### src/rtl/cpu_ctrl_pkg.sv
// Shared encodings for the Mini SRC control unit: opcodes, ALU functions,
// sequencer states, instruction classes and the datapath control word.
package cpu_ctrl_pkg;

   localparam int unsigned IR_W       = 32;
   localparam int unsigned OPCODE_W   = 5;
   localparam int unsigned ALUOP_W    = 4;
   localparam int unsigned OPCODE_LSB = 27;

   localparam logic [OPCODE_W-1:0] OP_LD   = 5'd0;
   localparam logic [OPCODE_W-1:0] OP_LDI  = 5'd1;
   localparam logic [OPCODE_W-1:0] OP_ST   = 5'd2;
   localparam logic [OPCODE_W-1:0] OP_ADD  = 5'd3;
   localparam logic [OPCODE_W-1:0] OP_SUB  = 5'd4;
   localparam logic [OPCODE_W-1:0] OP_AND  = 5'd5;
   localparam logic [OPCODE_W-1:0] OP_OR   = 5'd6;
   localparam logic [OPCODE_W-1:0] OP_ROR  = 5'd7;
   localparam logic [OPCODE_W-1:0] OP_ROL  = 5'd8;
   localparam logic [OPCODE_W-1:0] OP_SHR  = 5'd9;
   localparam logic [OPCODE_W-1:0] OP_SHRA = 5'd10;
   localparam logic [OPCODE_W-1:0] OP_SHL  = 5'd11;
   localparam logic [OPCODE_W-1:0] OP_ADDI = 5'd12;
   localparam logic [OPCODE_W-1:0] OP_ANDI = 5'd13;
   localparam logic [OPCODE_W-1:0] OP_ORI  = 5'd14;
   localparam logic [OPCODE_W-1:0] OP_DIV  = 5'd15;
   localparam logic [OPCODE_W-1:0] OP_MUL  = 5'd16;
   localparam logic [OPCODE_W-1:0] OP_NEG  = 5'd17;
   localparam logic [OPCODE_W-1:0] OP_NOT  = 5'd18;
   localparam logic [OPCODE_W-1:0] OP_BR   = 5'd19;
   localparam logic [OPCODE_W-1:0] OP_JR   = 5'd20;
   localparam logic [OPCODE_W-1:0] OP_JAL  = 5'd21;
   localparam logic [OPCODE_W-1:0] OP_IN   = 5'd22;
   localparam logic [OPCODE_W-1:0] OP_OUT  = 5'd23;
   localparam logic [OPCODE_W-1:0] OP_MFLO = 5'd24;
   localparam logic [OPCODE_W-1:0] OP_MFHI = 5'd25;
   localparam logic [OPCODE_W-1:0] OP_NOP  = 5'd26;
   localparam logic [OPCODE_W-1:0] OP_HALT = 5'd27;

   localparam logic [ALUOP_W-1:0] ALU_ADD  = 4'd0;
   localparam logic [ALUOP_W-1:0] ALU_SUB  = 4'd1;
   localparam logic [ALUOP_W-1:0] ALU_AND  = 4'd2;
   localparam logic [ALUOP_W-1:0] ALU_OR   = 4'd3;
   localparam logic [ALUOP_W-1:0] ALU_ROR  = 4'd4;
   localparam logic [ALUOP_W-1:0] ALU_ROL  = 4'd5;
   localparam logic [ALUOP_W-1:0] ALU_SHR  = 4'd6;
   localparam logic [ALUOP_W-1:0] ALU_SHRA = 4'd7;
   localparam logic [ALUOP_W-1:0] ALU_SHL  = 4'd8;
   localparam logic [ALUOP_W-1:0] ALU_MUL  = 4'd9;
   localparam logic [ALUOP_W-1:0] ALU_DIV  = 4'd10;
   localparam logic [ALUOP_W-1:0] ALU_NEG  = 4'd11;
   localparam logic [ALUOP_W-1:0] ALU_NOT  = 4'd12;

   typedef enum logic [3:0] {
      ST_RESET, ST_T0, ST_T1, ST_T2, ST_T3, ST_T4, ST_T5, ST_T6, ST_T7, ST_HALT
   } state_e;

   typedef enum logic [3:0] {
      CLS_LOAD, CLS_LOADI, CLS_STORE, CLS_ALU_R, CLS_ALU_I, CLS_MULDIV, CLS_UNARY,
      CLS_BRANCH, CLS_JR, CLS_JAL, CLS_IN, CLS_OUT, CLS_MFLO, CLS_MFHI, CLS_NOP, CLS_HALT
   } op_class_e;

   typedef struct packed {
      logic hi_in, lo_in, pc_in, mdr_in, z_in, y_in, mar_in, ir_in, con_in, outport_in;
      logic hi_out, lo_out, zhi_out, zlo_out, pc_out, mdr_out, inport_out, c_out, y_out, ba_out;
      logic gra, grb, grc, r_in, r_out;
      logic read, write, inc_pc;
      logic [ALUOP_W-1:0] alu_op;
      logic run;
   } ctrl_word_t;

   // Final execute state of each class; the sequencer returns to T0 after it.
   function automatic state_e last_exec_state(op_class_e cls);
      state_e st;
      case (cls)
         CLS_LOAD, CLS_STORE:                st = ST_T7;
         CLS_LOADI, CLS_ALU_R, CLS_ALU_I:    st = ST_T5;
         CLS_MULDIV, CLS_BRANCH:             st = ST_T6;
         CLS_UNARY, CLS_JAL:                 st = ST_T4;
         default:                            st = ST_T3;
      endcase
      return st;
   endfunction

endpackage

### src/rtl/control_unit_if.sv
// Control-unit <-> datapath signal bundle: IR/CON in, control strobes out.
interface control_unit_if;
   import cpu_ctrl_pkg::*;

   logic [IR_W-1:0]    IR;
   logic               CON;
   logic               HIin, LOin, PCin, MDRin, Zin, Yin, MARin, IRin, CONin, OUTPORTin;
   logic               HIout, LOout, ZHIout, ZLOout, PCout, MDRout, INPORTout, Cout, Yout, BAout;
   logic               Gra, Grb, Grc, Rin, Rout;
   logic               Read, write, IncPC;
   logic [ALUOP_W-1:0] ALUop;
   logic               Run;

   modport master (
      input  IR, CON,
      output HIin, LOin, PCin, MDRin, Zin, Yin, MARin, IRin, CONin, OUTPORTin,
      output HIout, LOout, ZHIout, ZLOout, PCout, MDRout, INPORTout, Cout, Yout, BAout,
      output Gra, Grb, Grc, Rin, Rout, Read, write, IncPC, ALUop, Run
   );

   modport slave (
      output IR, CON,
      input  HIin, LOin, PCin, MDRin, Zin, Yin, MARin, IRin, CONin, OUTPORTin,
      input  HIout, LOout, ZHIout, ZLOout, PCout, MDRout, INPORTout, Cout, Yout, BAout,
      input  Gra, Grb, Grc, Rin, Rout, Read, write, IncPC, ALUop, Run
   );
endinterface

### src/rtl/op_class_decode.sv
// Combinational opcode decode into an instruction class and its ALU function.
module op_class_decode
   import cpu_ctrl_pkg::*;
(
   input  logic [OPCODE_W-1:0] opcode_i,
   output op_class_e           op_class_o,
   output logic [ALUOP_W-1:0]  alu_op_o
);

   always_comb begin
      op_class_o = CLS_NOP;
      alu_op_o   = ALU_ADD;
      case (opcode_i)
         OP_LD:   op_class_o = CLS_LOAD;
         OP_LDI:  op_class_o = CLS_LOADI;
         OP_ST:   op_class_o = CLS_STORE;
         OP_ADD:  begin op_class_o = CLS_ALU_R;  alu_op_o = ALU_ADD;  end
         OP_SUB:  begin op_class_o = CLS_ALU_R;  alu_op_o = ALU_SUB;  end
         OP_AND:  begin op_class_o = CLS_ALU_R;  alu_op_o = ALU_AND;  end
         OP_OR:   begin op_class_o = CLS_ALU_R;  alu_op_o = ALU_OR;   end
         OP_ROR:  begin op_class_o = CLS_ALU_R;  alu_op_o = ALU_ROR;  end
         OP_ROL:  begin op_class_o = CLS_ALU_R;  alu_op_o = ALU_ROL;  end
         OP_SHR:  begin op_class_o = CLS_ALU_R;  alu_op_o = ALU_SHR;  end
         OP_SHRA: begin op_class_o = CLS_ALU_R;  alu_op_o = ALU_SHRA; end
         OP_SHL:  begin op_class_o = CLS_ALU_R;  alu_op_o = ALU_SHL;  end
         OP_ADDI: begin op_class_o = CLS_ALU_I;  alu_op_o = ALU_ADD;  end
         OP_ANDI: begin op_class_o = CLS_ALU_I;  alu_op_o = ALU_AND;  end
         OP_ORI:  begin op_class_o = CLS_ALU_I;  alu_op_o = ALU_OR;   end
         OP_DIV:  begin op_class_o = CLS_MULDIV; alu_op_o = ALU_DIV;  end
         OP_MUL:  begin op_class_o = CLS_MULDIV; alu_op_o = ALU_MUL;  end
         OP_NEG:  begin op_class_o = CLS_UNARY;  alu_op_o = ALU_NEG;  end
         OP_NOT:  begin op_class_o = CLS_UNARY;  alu_op_o = ALU_NOT;  end
         OP_BR:   op_class_o = CLS_BRANCH;
         OP_JR:   op_class_o = CLS_JR;
         OP_JAL:  op_class_o = CLS_JAL;
         OP_IN:   op_class_o = CLS_IN;
         OP_OUT:  op_class_o = CLS_OUT;
         OP_MFLO: op_class_o = CLS_MFLO;
         OP_MFHI: op_class_o = CLS_MFHI;
         OP_NOP:  op_class_o = CLS_NOP;
         OP_HALT: op_class_o = CLS_HALT;
         default: op_class_o = CLS_NOP;
      endcase
   end

endmodule

### src/rtl/control_unit.sv
// Mini SRC multi-cycle sequencer: fetch T0-T2, class-specific execute T3-T7,
// with a Moore control word decoded from state, opcode class and CON.
module control_unit
   import cpu_ctrl_pkg::*;
(
   input  logic          clk_i,
   input  logic          rst_i,
   control_unit_if.master cu_bus
);

   state_e             state_q, state_d;
   op_class_e          op_class;
   logic [ALUOP_W-1:0] alu_op;
   ctrl_word_t         cw;

   op_class_decode u_op_class_decode (
      .opcode_i   (cu_bus.IR[IR_W-1:OPCODE_LSB]),
      .op_class_o (op_class),
      .alu_op_o   (alu_op)
   );

   always_ff @(posedge clk_i) begin
      if (rst_i) state_q <= ST_RESET;
      else       state_q <= state_d;
   end

   always_comb begin
      cw      = '0;
      state_d = state_q;
      case (state_q)
         ST_RESET: state_d = ST_T0;
         ST_T0: begin
            cw.pc_out = 1'b1; cw.mar_in = 1'b1; cw.inc_pc = 1'b1; cw.z_in = 1'b1;
            state_d = ST_T1;
         end
         ST_T1: begin
            cw.zlo_out = 1'b1; cw.pc_in = 1'b1; cw.read = 1'b1; cw.mdr_in = 1'b1;
            state_d = ST_T2;
         end
         ST_T2: begin
            cw.mdr_out = 1'b1; cw.ir_in = 1'b1;
            // IR is being presented while IRin is high, so nop/halt resolve here.
            if (op_class == CLS_NOP)       state_d = ST_T0;
            else if (op_class == CLS_HALT) state_d = ST_HALT;
            else                           state_d = ST_T3;
         end
         ST_T3:   state_d = ST_T4;
         ST_T4:   state_d = ST_T5;
         ST_T5:   state_d = ST_T6;
         ST_T6:   state_d = ST_T7;
         ST_T7:   state_d = ST_T0;
         ST_HALT: state_d = ST_HALT;
         default: state_d = ST_RESET;
      endcase

      cw.run = (state_q != ST_RESET) && (state_q != ST_HALT);

      if (state_q inside {ST_T3, ST_T4, ST_T5, ST_T6, ST_T7}) begin
         if (state_q == last_exec_state(op_class)) state_d = ST_T0;
         case (op_class)
            CLS_LOAD, CLS_LOADI, CLS_STORE: begin
               case (state_q)
                  ST_T3: begin cw.grb = 1'b1; cw.ba_out = 1'b1; cw.y_in = 1'b1; end
                  ST_T4: begin cw.c_out = 1'b1; cw.z_in = 1'b1; cw.alu_op = ALU_ADD; end
                  ST_T5: begin
                     cw.zlo_out = 1'b1;
                     if (op_class == CLS_LOADI) begin cw.gra = 1'b1; cw.r_in = 1'b1; end
                     else                       cw.mar_in = 1'b1;
                  end
                  ST_T6: begin
                     cw.mdr_in = 1'b1;
                     if (op_class == CLS_LOAD) cw.read = 1'b1;
                     else begin cw.gra = 1'b1; cw.r_out = 1'b1; end
                  end
                  ST_T7: begin
                     if (op_class == CLS_LOAD) begin
                        cw.mdr_out = 1'b1; cw.gra = 1'b1; cw.r_in = 1'b1;
                     end else cw.write = 1'b1;
                  end
                  default: ;
               endcase
            end
            CLS_ALU_R, CLS_ALU_I: begin
               case (state_q)
                  ST_T3: begin cw.grb = 1'b1; cw.r_out = 1'b1; cw.y_in = 1'b1; end
                  ST_T4: begin
                     if (op_class == CLS_ALU_R) begin cw.grc = 1'b1; cw.r_out = 1'b1; end
                     else                       cw.c_out = 1'b1;
                     cw.z_in = 1'b1; cw.alu_op = alu_op;
                  end
                  ST_T5: begin cw.zlo_out = 1'b1; cw.gra = 1'b1; cw.r_in = 1'b1; end
                  default: ;
               endcase
            end
            CLS_MULDIV: begin
               case (state_q)
                  ST_T3: begin cw.gra = 1'b1; cw.r_out = 1'b1; cw.y_in = 1'b1; end
                  ST_T4: begin cw.grb = 1'b1; cw.r_out = 1'b1; cw.z_in = 1'b1; cw.alu_op = alu_op; end
                  ST_T5: begin cw.zlo_out = 1'b1; cw.lo_in = 1'b1; end
                  ST_T6: begin cw.zhi_out = 1'b1; cw.hi_in = 1'b1; end
                  default: ;
               endcase
            end
            CLS_UNARY: begin
               if (state_q == ST_T3) begin
                  cw.grb = 1'b1; cw.r_out = 1'b1; cw.z_in = 1'b1; cw.alu_op = alu_op;
               end else if (state_q == ST_T4) begin
                  cw.zlo_out = 1'b1; cw.gra = 1'b1; cw.r_in = 1'b1;
               end
            end
            CLS_BRANCH: begin
               case (state_q)
                  ST_T3: begin cw.gra = 1'b1; cw.r_out = 1'b1; cw.con_in = 1'b1; end
                  ST_T4: begin cw.pc_out = 1'b1; cw.y_in = 1'b1; end
                  ST_T5: begin cw.c_out = 1'b1; cw.z_in = 1'b1; cw.alu_op = ALU_ADD; end
                  ST_T6: begin cw.zlo_out = 1'b1; cw.pc_in = cu_bus.CON; end
                  default: ;
               endcase
            end
            CLS_JR:   begin cw.gra = 1'b1; cw.r_out = 1'b1; cw.pc_in = 1'b1; end
            CLS_JAL: begin
               if (state_q == ST_T3) begin cw.pc_out = 1'b1; cw.grb = 1'b1; cw.r_in = 1'b1; end
               else begin cw.gra = 1'b1; cw.r_out = 1'b1; cw.pc_in = 1'b1; end
            end
            CLS_IN:   begin cw.inport_out = 1'b1; cw.gra = 1'b1; cw.r_in = 1'b1; end
            CLS_OUT:  begin cw.gra = 1'b1; cw.r_out = 1'b1; cw.outport_in = 1'b1; end
            CLS_MFLO: begin cw.lo_out = 1'b1; cw.gra = 1'b1; cw.r_in = 1'b1; end
            CLS_MFHI: begin cw.hi_out = 1'b1; cw.gra = 1'b1; cw.r_in = 1'b1; end
            default: ;
         endcase
      end
   end

   assign cu_bus.HIin      = cw.hi_in;
   assign cu_bus.LOin      = cw.lo_in;
   assign cu_bus.PCin      = cw.pc_in;
   assign cu_bus.MDRin     = cw.mdr_in;
   assign cu_bus.Zin       = cw.z_in;
   assign cu_bus.Yin       = cw.y_in;
   assign cu_bus.MARin     = cw.mar_in;
   assign cu_bus.IRin      = cw.ir_in;
   assign cu_bus.CONin     = cw.con_in;
   assign cu_bus.OUTPORTin = cw.outport_in;
   assign cu_bus.HIout     = cw.hi_out;
   assign cu_bus.LOout     = cw.lo_out;
   assign cu_bus.ZHIout    = cw.zhi_out;
   assign cu_bus.ZLOout    = cw.zlo_out;
   assign cu_bus.PCout     = cw.pc_out;
   assign cu_bus.MDRout    = cw.mdr_out;
   assign cu_bus.INPORTout = cw.inport_out;
   assign cu_bus.Cout      = cw.c_out;
   assign cu_bus.Yout      = cw.y_out;
   assign cu_bus.BAout     = cw.ba_out;
   assign cu_bus.Gra       = cw.gra;
   assign cu_bus.Grb       = cw.grb;
   assign cu_bus.Grc       = cw.grc;
   assign cu_bus.Rin       = cw.r_in;
   assign cu_bus.Rout      = cw.r_out;
   assign cu_bus.Read      = cw.read;
   assign cu_bus.write     = cw.write;
   assign cu_bus.IncPC     = cw.inc_pc;
   assign cu_bus.ALUop     = cw.alu_op;
   assign cu_bus.Run       = cw.run;

endmodule

### src/flat_wrapper.sv
// flat-port wrapper written by rule: the top's interface ports become plain ports
module control_unit_flat import cpu_ctrl_pkg::*;
  (clk_i, rst_i, cu_bus_IR, cu_bus_CON, cu_bus_HIin, cu_bus_LOin, cu_bus_PCin, cu_bus_MDRin, cu_bus_Zin, cu_bus_Yin, cu_bus_MARin, cu_bus_IRin, cu_bus_CONin, cu_bus_OUTPORTin, cu_bus_HIout, cu_bus_LOout, cu_bus_ZHIout, cu_bus_ZLOout, cu_bus_PCout, cu_bus_MDRout, cu_bus_INPORTout, cu_bus_Cout, cu_bus_Yout, cu_bus_BAout, cu_bus_Gra, cu_bus_Grb, cu_bus_Grc, cu_bus_Rin, cu_bus_Rout, cu_bus_Read, cu_bus_write, cu_bus_IncPC, cu_bus_ALUop, cu_bus_Run);
  control_unit_if cu_bus_i ();
  input  logic clk_i;
  input  logic rst_i;
  input wire logic [$bits(cu_bus_i.IR)-1:0] cu_bus_IR;
  input wire logic [$bits(cu_bus_i.CON)-1:0] cu_bus_CON;
  output wire logic [$bits(cu_bus_i.HIin)-1:0] cu_bus_HIin;
  output wire logic [$bits(cu_bus_i.LOin)-1:0] cu_bus_LOin;
  output wire logic [$bits(cu_bus_i.PCin)-1:0] cu_bus_PCin;
  output wire logic [$bits(cu_bus_i.MDRin)-1:0] cu_bus_MDRin;
  output wire logic [$bits(cu_bus_i.Zin)-1:0] cu_bus_Zin;
  output wire logic [$bits(cu_bus_i.Yin)-1:0] cu_bus_Yin;
  output wire logic [$bits(cu_bus_i.MARin)-1:0] cu_bus_MARin;
  output wire logic [$bits(cu_bus_i.IRin)-1:0] cu_bus_IRin;
  output wire logic [$bits(cu_bus_i.CONin)-1:0] cu_bus_CONin;
  output wire logic [$bits(cu_bus_i.OUTPORTin)-1:0] cu_bus_OUTPORTin;
  output wire logic [$bits(cu_bus_i.HIout)-1:0] cu_bus_HIout;
  output wire logic [$bits(cu_bus_i.LOout)-1:0] cu_bus_LOout;
  output wire logic [$bits(cu_bus_i.ZHIout)-1:0] cu_bus_ZHIout;
  output wire logic [$bits(cu_bus_i.ZLOout)-1:0] cu_bus_ZLOout;
  output wire logic [$bits(cu_bus_i.PCout)-1:0] cu_bus_PCout;
  output wire logic [$bits(cu_bus_i.MDRout)-1:0] cu_bus_MDRout;
  output wire logic [$bits(cu_bus_i.INPORTout)-1:0] cu_bus_INPORTout;
  output wire logic [$bits(cu_bus_i.Cout)-1:0] cu_bus_Cout;
  output wire logic [$bits(cu_bus_i.Yout)-1:0] cu_bus_Yout;
  output wire logic [$bits(cu_bus_i.BAout)-1:0] cu_bus_BAout;
  output wire logic [$bits(cu_bus_i.Gra)-1:0] cu_bus_Gra;
  output wire logic [$bits(cu_bus_i.Grb)-1:0] cu_bus_Grb;
  output wire logic [$bits(cu_bus_i.Grc)-1:0] cu_bus_Grc;
  output wire logic [$bits(cu_bus_i.Rin)-1:0] cu_bus_Rin;
  output wire logic [$bits(cu_bus_i.Rout)-1:0] cu_bus_Rout;
  output wire logic [$bits(cu_bus_i.Read)-1:0] cu_bus_Read;
  output wire logic [$bits(cu_bus_i.write)-1:0] cu_bus_write;
  output wire logic [$bits(cu_bus_i.IncPC)-1:0] cu_bus_IncPC;
  output wire logic [$bits(cu_bus_i.ALUop)-1:0] cu_bus_ALUop;
  output wire logic [$bits(cu_bus_i.Run)-1:0] cu_bus_Run;
  assign cu_bus_i.IR = cu_bus_IR;
  assign cu_bus_i.CON = cu_bus_CON;
  assign cu_bus_HIin = cu_bus_i.HIin;
  assign cu_bus_LOin = cu_bus_i.LOin;
  assign cu_bus_PCin = cu_bus_i.PCin;
  assign cu_bus_MDRin = cu_bus_i.MDRin;
  assign cu_bus_Zin = cu_bus_i.Zin;
  assign cu_bus_Yin = cu_bus_i.Yin;
  assign cu_bus_MARin = cu_bus_i.MARin;
  assign cu_bus_IRin = cu_bus_i.IRin;
  assign cu_bus_CONin = cu_bus_i.CONin;
  assign cu_bus_OUTPORTin = cu_bus_i.OUTPORTin;
  assign cu_bus_HIout = cu_bus_i.HIout;
  assign cu_bus_LOout = cu_bus_i.LOout;
  assign cu_bus_ZHIout = cu_bus_i.ZHIout;
  assign cu_bus_ZLOout = cu_bus_i.ZLOout;
  assign cu_bus_PCout = cu_bus_i.PCout;
  assign cu_bus_MDRout = cu_bus_i.MDRout;
  assign cu_bus_INPORTout = cu_bus_i.INPORTout;
  assign cu_bus_Cout = cu_bus_i.Cout;
  assign cu_bus_Yout = cu_bus_i.Yout;
  assign cu_bus_BAout = cu_bus_i.BAout;
  assign cu_bus_Gra = cu_bus_i.Gra;
  assign cu_bus_Grb = cu_bus_i.Grb;
  assign cu_bus_Grc = cu_bus_i.Grc;
  assign cu_bus_Rin = cu_bus_i.Rin;
  assign cu_bus_Rout = cu_bus_i.Rout;
  assign cu_bus_Read = cu_bus_i.Read;
  assign cu_bus_write = cu_bus_i.write;
  assign cu_bus_IncPC = cu_bus_i.IncPC;
  assign cu_bus_ALUop = cu_bus_i.ALUop;
  assign cu_bus_Run = cu_bus_i.Run;
  control_unit u_core (.clk_i(clk_i), .rst_i(rst_i), .cu_bus(cu_bus_i));
endmodule
### config.mk
export PLATFORM = sky130hd
export DESIGN_NAME = control_unit_flat
export DESIGN_NICKNAME = d
export VERILOG_FILES = /design/src/rtl/cpu_ctrl_pkg.sv /design/src/rtl/control_unit_if.sv /design/src/rtl/op_class_decode.sv /design/src/rtl/control_unit.sv /design/src/flat_wrapper.sv
export SDC_FILE = /design/constraint.sdc
export NUM_CORES = 1
export LEC_CHECK = 0
export ABC_AREA = 1
export CAP_MARGIN = 20
export CORE_UTILIZATION = 43
export CTS_BUF_LIST = sky130_fd_sc_hd__clkbuf_16
export CTS_CLUSTER_SIZE = 10
export DETAILED_ROUTE_END_ITERATION = 10
export PLACE_DENSITY = 0.84
export REMOVE_ABC_BUFFERS = 1
export SLEW_MARGIN = 5
export SYNTH_ARGS = -nofsm -noshare
export SYNTH_HDL_FRONTEND = slang
export SYNTH_SLANG_ARGS = --single-unit
### constraint.sdc
create_clock -name clk_i -period 5.6 [get_ports clk_i]
set_clock_uncertainty 0.1 [all_clocks]
set_input_delay 1.4 -clock clk_i [delete_from_list [all_inputs] [get_ports clk_i]]
set_output_delay 1.4 -clock clk_i [all_outputs]
set_load 0.02 [all_outputs]
## Word-level counts from Yosys, hierarchy flattened

Memory sizes are Yosys's and may differ from the RTL's.
Index checks and enable logic that the tools add are counted.

| operators by class | value |
|---|---|
| reduce and logical (&&, ||, !) cells | 24 |
| eq/ne operators | 52 |
| multiplexer cells | 76 |

Operator list:

| cell | number |
|---|---|
| $pmux W4 S15 | 1 |
| $eq A5 B5 Y1 const B | 11 |
| $pmux W4 S12 | 1 |
| $mux W1 | 44 |
| $eq A4 B4 Y1 const B | 10 |
| $eq A5 B4 Y1 const B | 8 |
| $pmux W4 S9 | 1 |
| $eq A4 B3 Y1 const B | 8 |
| $mux W4 | 8 |
| $eq A5 B3 Y1 const B | 4 |
| $reduce_or A2 Y1 | 10 |
| $eq A4 B2 Y1 const B | 4 |
| $pmux W1 S3 | 5 |
| $pmux W1 S6 | 2 |
| $reduce_or A3 Y1 | 4 |
| $eq A5 B2 Y1 const B | 2 |
| $mux W10 | 1 |
| $pmux W1 S2 | 5 |
| $reduce_or A9 Y1 | 1 |
| $eq A4 B1 Y1 const B | 2 |
| $logic_not A4 Y1 | 2 |
| $mux W2 | 4 |
| $mux W8 | 1 |
| $pmux W4 S2 | 1 |
| 12 further kinds | 12 |

| word-level totals | value |
|---|---|
| bits in read-only memories | 64 |
| memories | 1 |
| bits in registers | 4 |
| logic and storage cells | 154 |
| output and inout port bits | 33 |

Memory list:

| memory | words | bits a word | rd ports | clocked after memory_dff | write ports | RTL line | RTL |
|---|---|---|---|---|---|---|---|
| (name not given) | 16 | 4 | 1 | 0 | 0 | cpu_ctrl_pkg.sv:74 | `case (cls)` |

## Longest topological paths before layout

| logic depth | value |
|---|---|
| depth in word-level cells | 9 |
| mapped depth | 15 |
| mapped depth without buffers | 14 |

## Modules after synthesis

Synthesis repeated with hierarchy kept, for this count alone.

| unflattened totals | value |
|---|---|
| cells, all modules | 268 |
| area, all modules | 1,272.5 um^2 |

By module, submodules not included:

| module | times used | cells each | seq. area each (um^2) | area an instance (um^2) |
|---|---|---|---|---|
| control_unit | 1 | 190 | 80.1 | 939.7 |
| op_class_decode | 1 | 78 | 0.0 | 332.8 |

## Least setup slack after synthesis

No wires, ideal clock.

| path | value |
|---|---|
| kind | input port to output port |
| start point | input cu_bus_IR[31] |
| end point | output cu_bus_ALUop[2] |
| path slack | 1.348 ns |
| data arrival time | 2.752 ns |
| data required time | 4.100 ns |
| stages on the path | 7 |
| buffers on the path | 2 |
| cells stage by stage | buf_6 > inv_2 > buf_2 > nand3_1 > o21ai_0 > a221oi_1 > nor3_1 |

| between the ends | value |
|---|---|
| cells in the longest elaborated chain, start to end | 7 |
| elaborated cells on any way between the ends | 44 |
| those cells by class | eq/ne (30); mux (6); reduce/logical (8) |

RTL lines:

| item | RTL line | RTL |
|---|---|---|
| start: declaration | flat_wrapper.sv:7 | `input wire logic [$bits(cu_bus_i.IR)-1:0] cu_bus_IR;` |
| $eq A5 B4 Y1 (tied with other cells) | op_class_decode.sv:13 | `case (opcode_i)` |
| $reduce_or A9 Y1 (no line) (tied with other cells) | -- |  |
| $pmux W4 S15 | op_class_decode.sv:13 |  |
| $eq A4 B3 Y1 / $eq A4 B2 Y1 (equally long branches) | control_unit.sv:60 | `case (op_class)` |
| $reduce_or A3 Y1 (no line) | -- |  |
| $pmux W4 S2 * | control_unit.sv:60 |  |
| $mux W4 * | control_unit.sv:58 | `if (state_q inside {ST_T3, ST_T4, ST_T5, ST_T6, ST_T7}) begin` |
| end: declaration | flat_wrapper.sv:37 | `output wire logic [$bits(cu_bus_i.ALUop)-1:0] cu_bus_ALUop;` |

Every way passes the cells marked *; elsewhere a longest branch is shown, timed or not.

## Worst setup path in the final report

| path | value |
|---|---|
| start point | input cu_bus_IR[27] |
| end point | output cu_bus_Gra |

| between the ends | value |
|---|---|
| cells in the longest elaborated chain, start to end | 8 |
| elaborated cells on any way between the ends | 56 |
| those cells by class | eq/ne (39); mux (7); reduce/logical (10) |

RTL lines:

| item | RTL line | RTL |
|---|---|---|
| $eq A5 B4 Y1 (tied with other cells) | op_class_decode.sv:13 |  |
| $reduce_or A9 Y1 (no line) (tied with other cells) | -- |  |
| $pmux W4 S15 * | op_class_decode.sv:13 |  |
| $eq A4 B1 Y1 / $logic_not A4 Y1 (equally long branches) | -- |  |
| $mux W1, on equally long branches | control_unit.sv:67, control_unit.sv:72, control_unit.sv:76 |  |
| $pmux W1 S3 | control_unit.sv:62 | `case (state_q)` |
| $pmux W1 S6 * | control_unit.sv:60 |  |
| $mux W8 * | control_unit.sv:58 |  |
| end: declaration | flat_wrapper.sv:29 | `output wire logic [$bits(cu_bus_i.Gra)-1:0] cu_bus_Gra;` |

Marked as above.

==> impl_metrics.ini <==
[global_route]
grt_pass1_vias = 1513
grtUsageMet1_pct = 39.7
antenna_found_initial = 0
grtUsageTotal_pct = 27.1
overflow = 0
grt_util_met2_pct = 39.6
grt_first_pass_wirelength_um = 6760
grt_max_degree = 16
globalRoute.busiestLayer = met1
grt_use_met3_pct = 2.56

[hold_path]
hold_class = reg2reg
holdPathStages = 3

[flow_run]
max-cap-violations = 0

[clock_tree]
cts.clk_slew.worst_paths_ps = 30
cts-htree-levels = 1
post_cts_buffers = 0
cts.sinks = 4
clkLatencyLatePin_ps = 220
cts_root_buf = clkbuf_16
cts-buffers-inserted = 3
cts_tree = done
cts_max_path_buffers = 2

[critical_path]
end_kind = primary output
cp_data_required_time_ps = 4100
reg2regPathDepth = 10
crit_fanout = 6
crit_type = in2out
crit_arrival_ps = 3860
start_kind = input port

[yosys]
syn_area_mm2 = 0.00126
ys_seq_elements = 4
synthCells = 247
syn_area_per_cell_um2 = 5.10
ys_async_sr_fraction_pct = 0
synth_ff_type = dfxtp_1
yosysTopAreaCellShare_pct = 15.2
ys_seq_area_share_pct = 6.36
yosys.area.top_type = nand2_1
yosysWarnings = 0
yosys-top-cells-area = nand2_1 15%, nor2_1 13%, inv_1 11%
synth_edf_count = 0
synth_cell_type_count = 34

[cells_and_area]
largest_register = u_core.state_q
largest_register_ffs = 4
synthToLayoutAreaGrowth_pct = 43.0
reg_top3 = u_core.state_q: 4 flops
fillers = 259
layout-drive-gt1-share_pct = 13.3
antenna_cells = 0
final_nets = 331

[detailed_routing]
drt_iter0_drc = 110
first_pass_iters = 6
avgRoutedWirePerCell_um = 12.4
drc = 0
drt-total-wl_um = 4030
num_vias = 1770
drtAntennaViolNets = 0
via_per_inst = 5.45

[timing]
worst_pin_slew_ps = 704
maxSlewViolCount = 0
tns_ps = 0
period_share_pct = 95.6
fmaxAchievable_mhz = 187
finalHoldViolations = 0
min_period_ps = 5360
relSlewSlack_pct = 52.9
rsz0062_at_grt = no
hold_slack_ps = 548
setup_viol_count_final = 0

[pwr]
vdd_drop_max_mv = 0.236
power_w = 0.000295
p_leak_nw = 0.822
power_density_mw_per_mm2 = 164

[floorplanning]
dieHeight_um = 56.1
fp.dieArea_mm2 = 0.00315
start_util_pct = 45.6
die_x_um = 56.1
io_pins = 68
num_rows = 19
core_mm2 = 0.00276

[placement]
hpwlAfterDp_um = 3270
gp_congestion = 0.968
io_buffers = 39

[run_status]
status = completed
metal layers:
layer	vias up	wire, um
li1	903	-
met1	770	1830
met3	6	323
met5	-	0
met4	0	84
met2	91	1790
kinds of logic after synthesis:
kind of cell / synth area share [%]
flip-flops: 6.36
AO/OA/AOI/OAI: 22.8
XOR/XNOR: 0.696
other: 0.298
AND/OR/NAND/NOR: 51.5
buffers and inverters: 18.4
path summary, 6_finish.rpt:
check	from	end	slack, ps
min reg2reg	u_core.state_q[0]$_SDFF_PP0_	u_core.state_q[0]$_SDFF_PP0_	550
min	u_core.state_q[0]$_SDFF_PP0_	u_core.state_q[0]$_SDFF_PP0_	550
max	cu_bus_IR[27]	cu_bus_Gra	240
max reg2reg	u_core.state_q[0]$_SDFF_PP0_	u_core.state_q[1]$_SDFF_PP0_	3910
stage by stage:
step                area [um^2]  util [%]  instances  setup slack [ps]
floorplan                  1200         -        239              1400
global placement           1720      62.5        322               167
detailed placement         1720      62.5        322               138
CTS                        1800      65.2        325               128
global route               1800      65.3        325              60.7
finish                     1800      65.3        325               245
worst max-delay path: stages:
cell and delay (ps):
clkdlybuf4s50_1 630, nand2_2 140, nand2_1 150, nand3_1 140, o21ai_0 200, nand2_1 80, o21ai_0 120, nor2_1 90
a41oi_1 250, clkdlybuf4s50_1 650
cells in the final DEF, fill, tap and decap left out, types with 2 or more instances in the layout:
master and instances:
nand2_1 51, nor2_1 43, clkdlybuf4s50_1 38, inv_1 37
o21ai_0 23, nand3_1 16, buf_4 13, nor3_1 9
a21oi_1 8, inv_2 8, a31oi_1 5, nor2_2 5
dfxtp_1 4, nand2_2 3, o211ai_1 3, nand4_1 3
clkbuf_16 3, a22oi_1 2, a41oi_1 2, nor2_4 2
nand3_2 2, nor4_1 2
final cells by class:
cell class | instances | area (um^2) | area share, %
clock buffers | 3 | 75.1 | 4.17
inverters | 45 | 169 | 9.38
multi-input cells | 190 | 947 | 52.6
flip-flops and latches | 4 | 80.1 | 4.45
well taps | 31 | 38.8 | 2.15
repair buffers | 52 | 490 | 27.2
cells in the mapped netlist (all sizes together) (3+ instances only):
cell    instances
a21oi           8
a31oi           5
buf             7
dfxtp           4
inv            45
nand2          54
nand3          18
nand4           3
nor2           51
nor3           11
o211ai          3
o21ai          24
power by group:
group          internal (W)  switching [W]  total (W)  leakage [nW]
clock             0.0000912      0.0000198   0.000111        0.0370
sequential        0.0000316     0.00000517  0.0000368        0.0328
combinational     0.0000562      0.0000915   0.000148         0.752
timing repair:
item,in CTS,in global routing
resized for setup,0,1
hold buffers,0,0
endpoints found under the setup margin,0,1
Note: power is estimated with default switching activity, not from simulation.
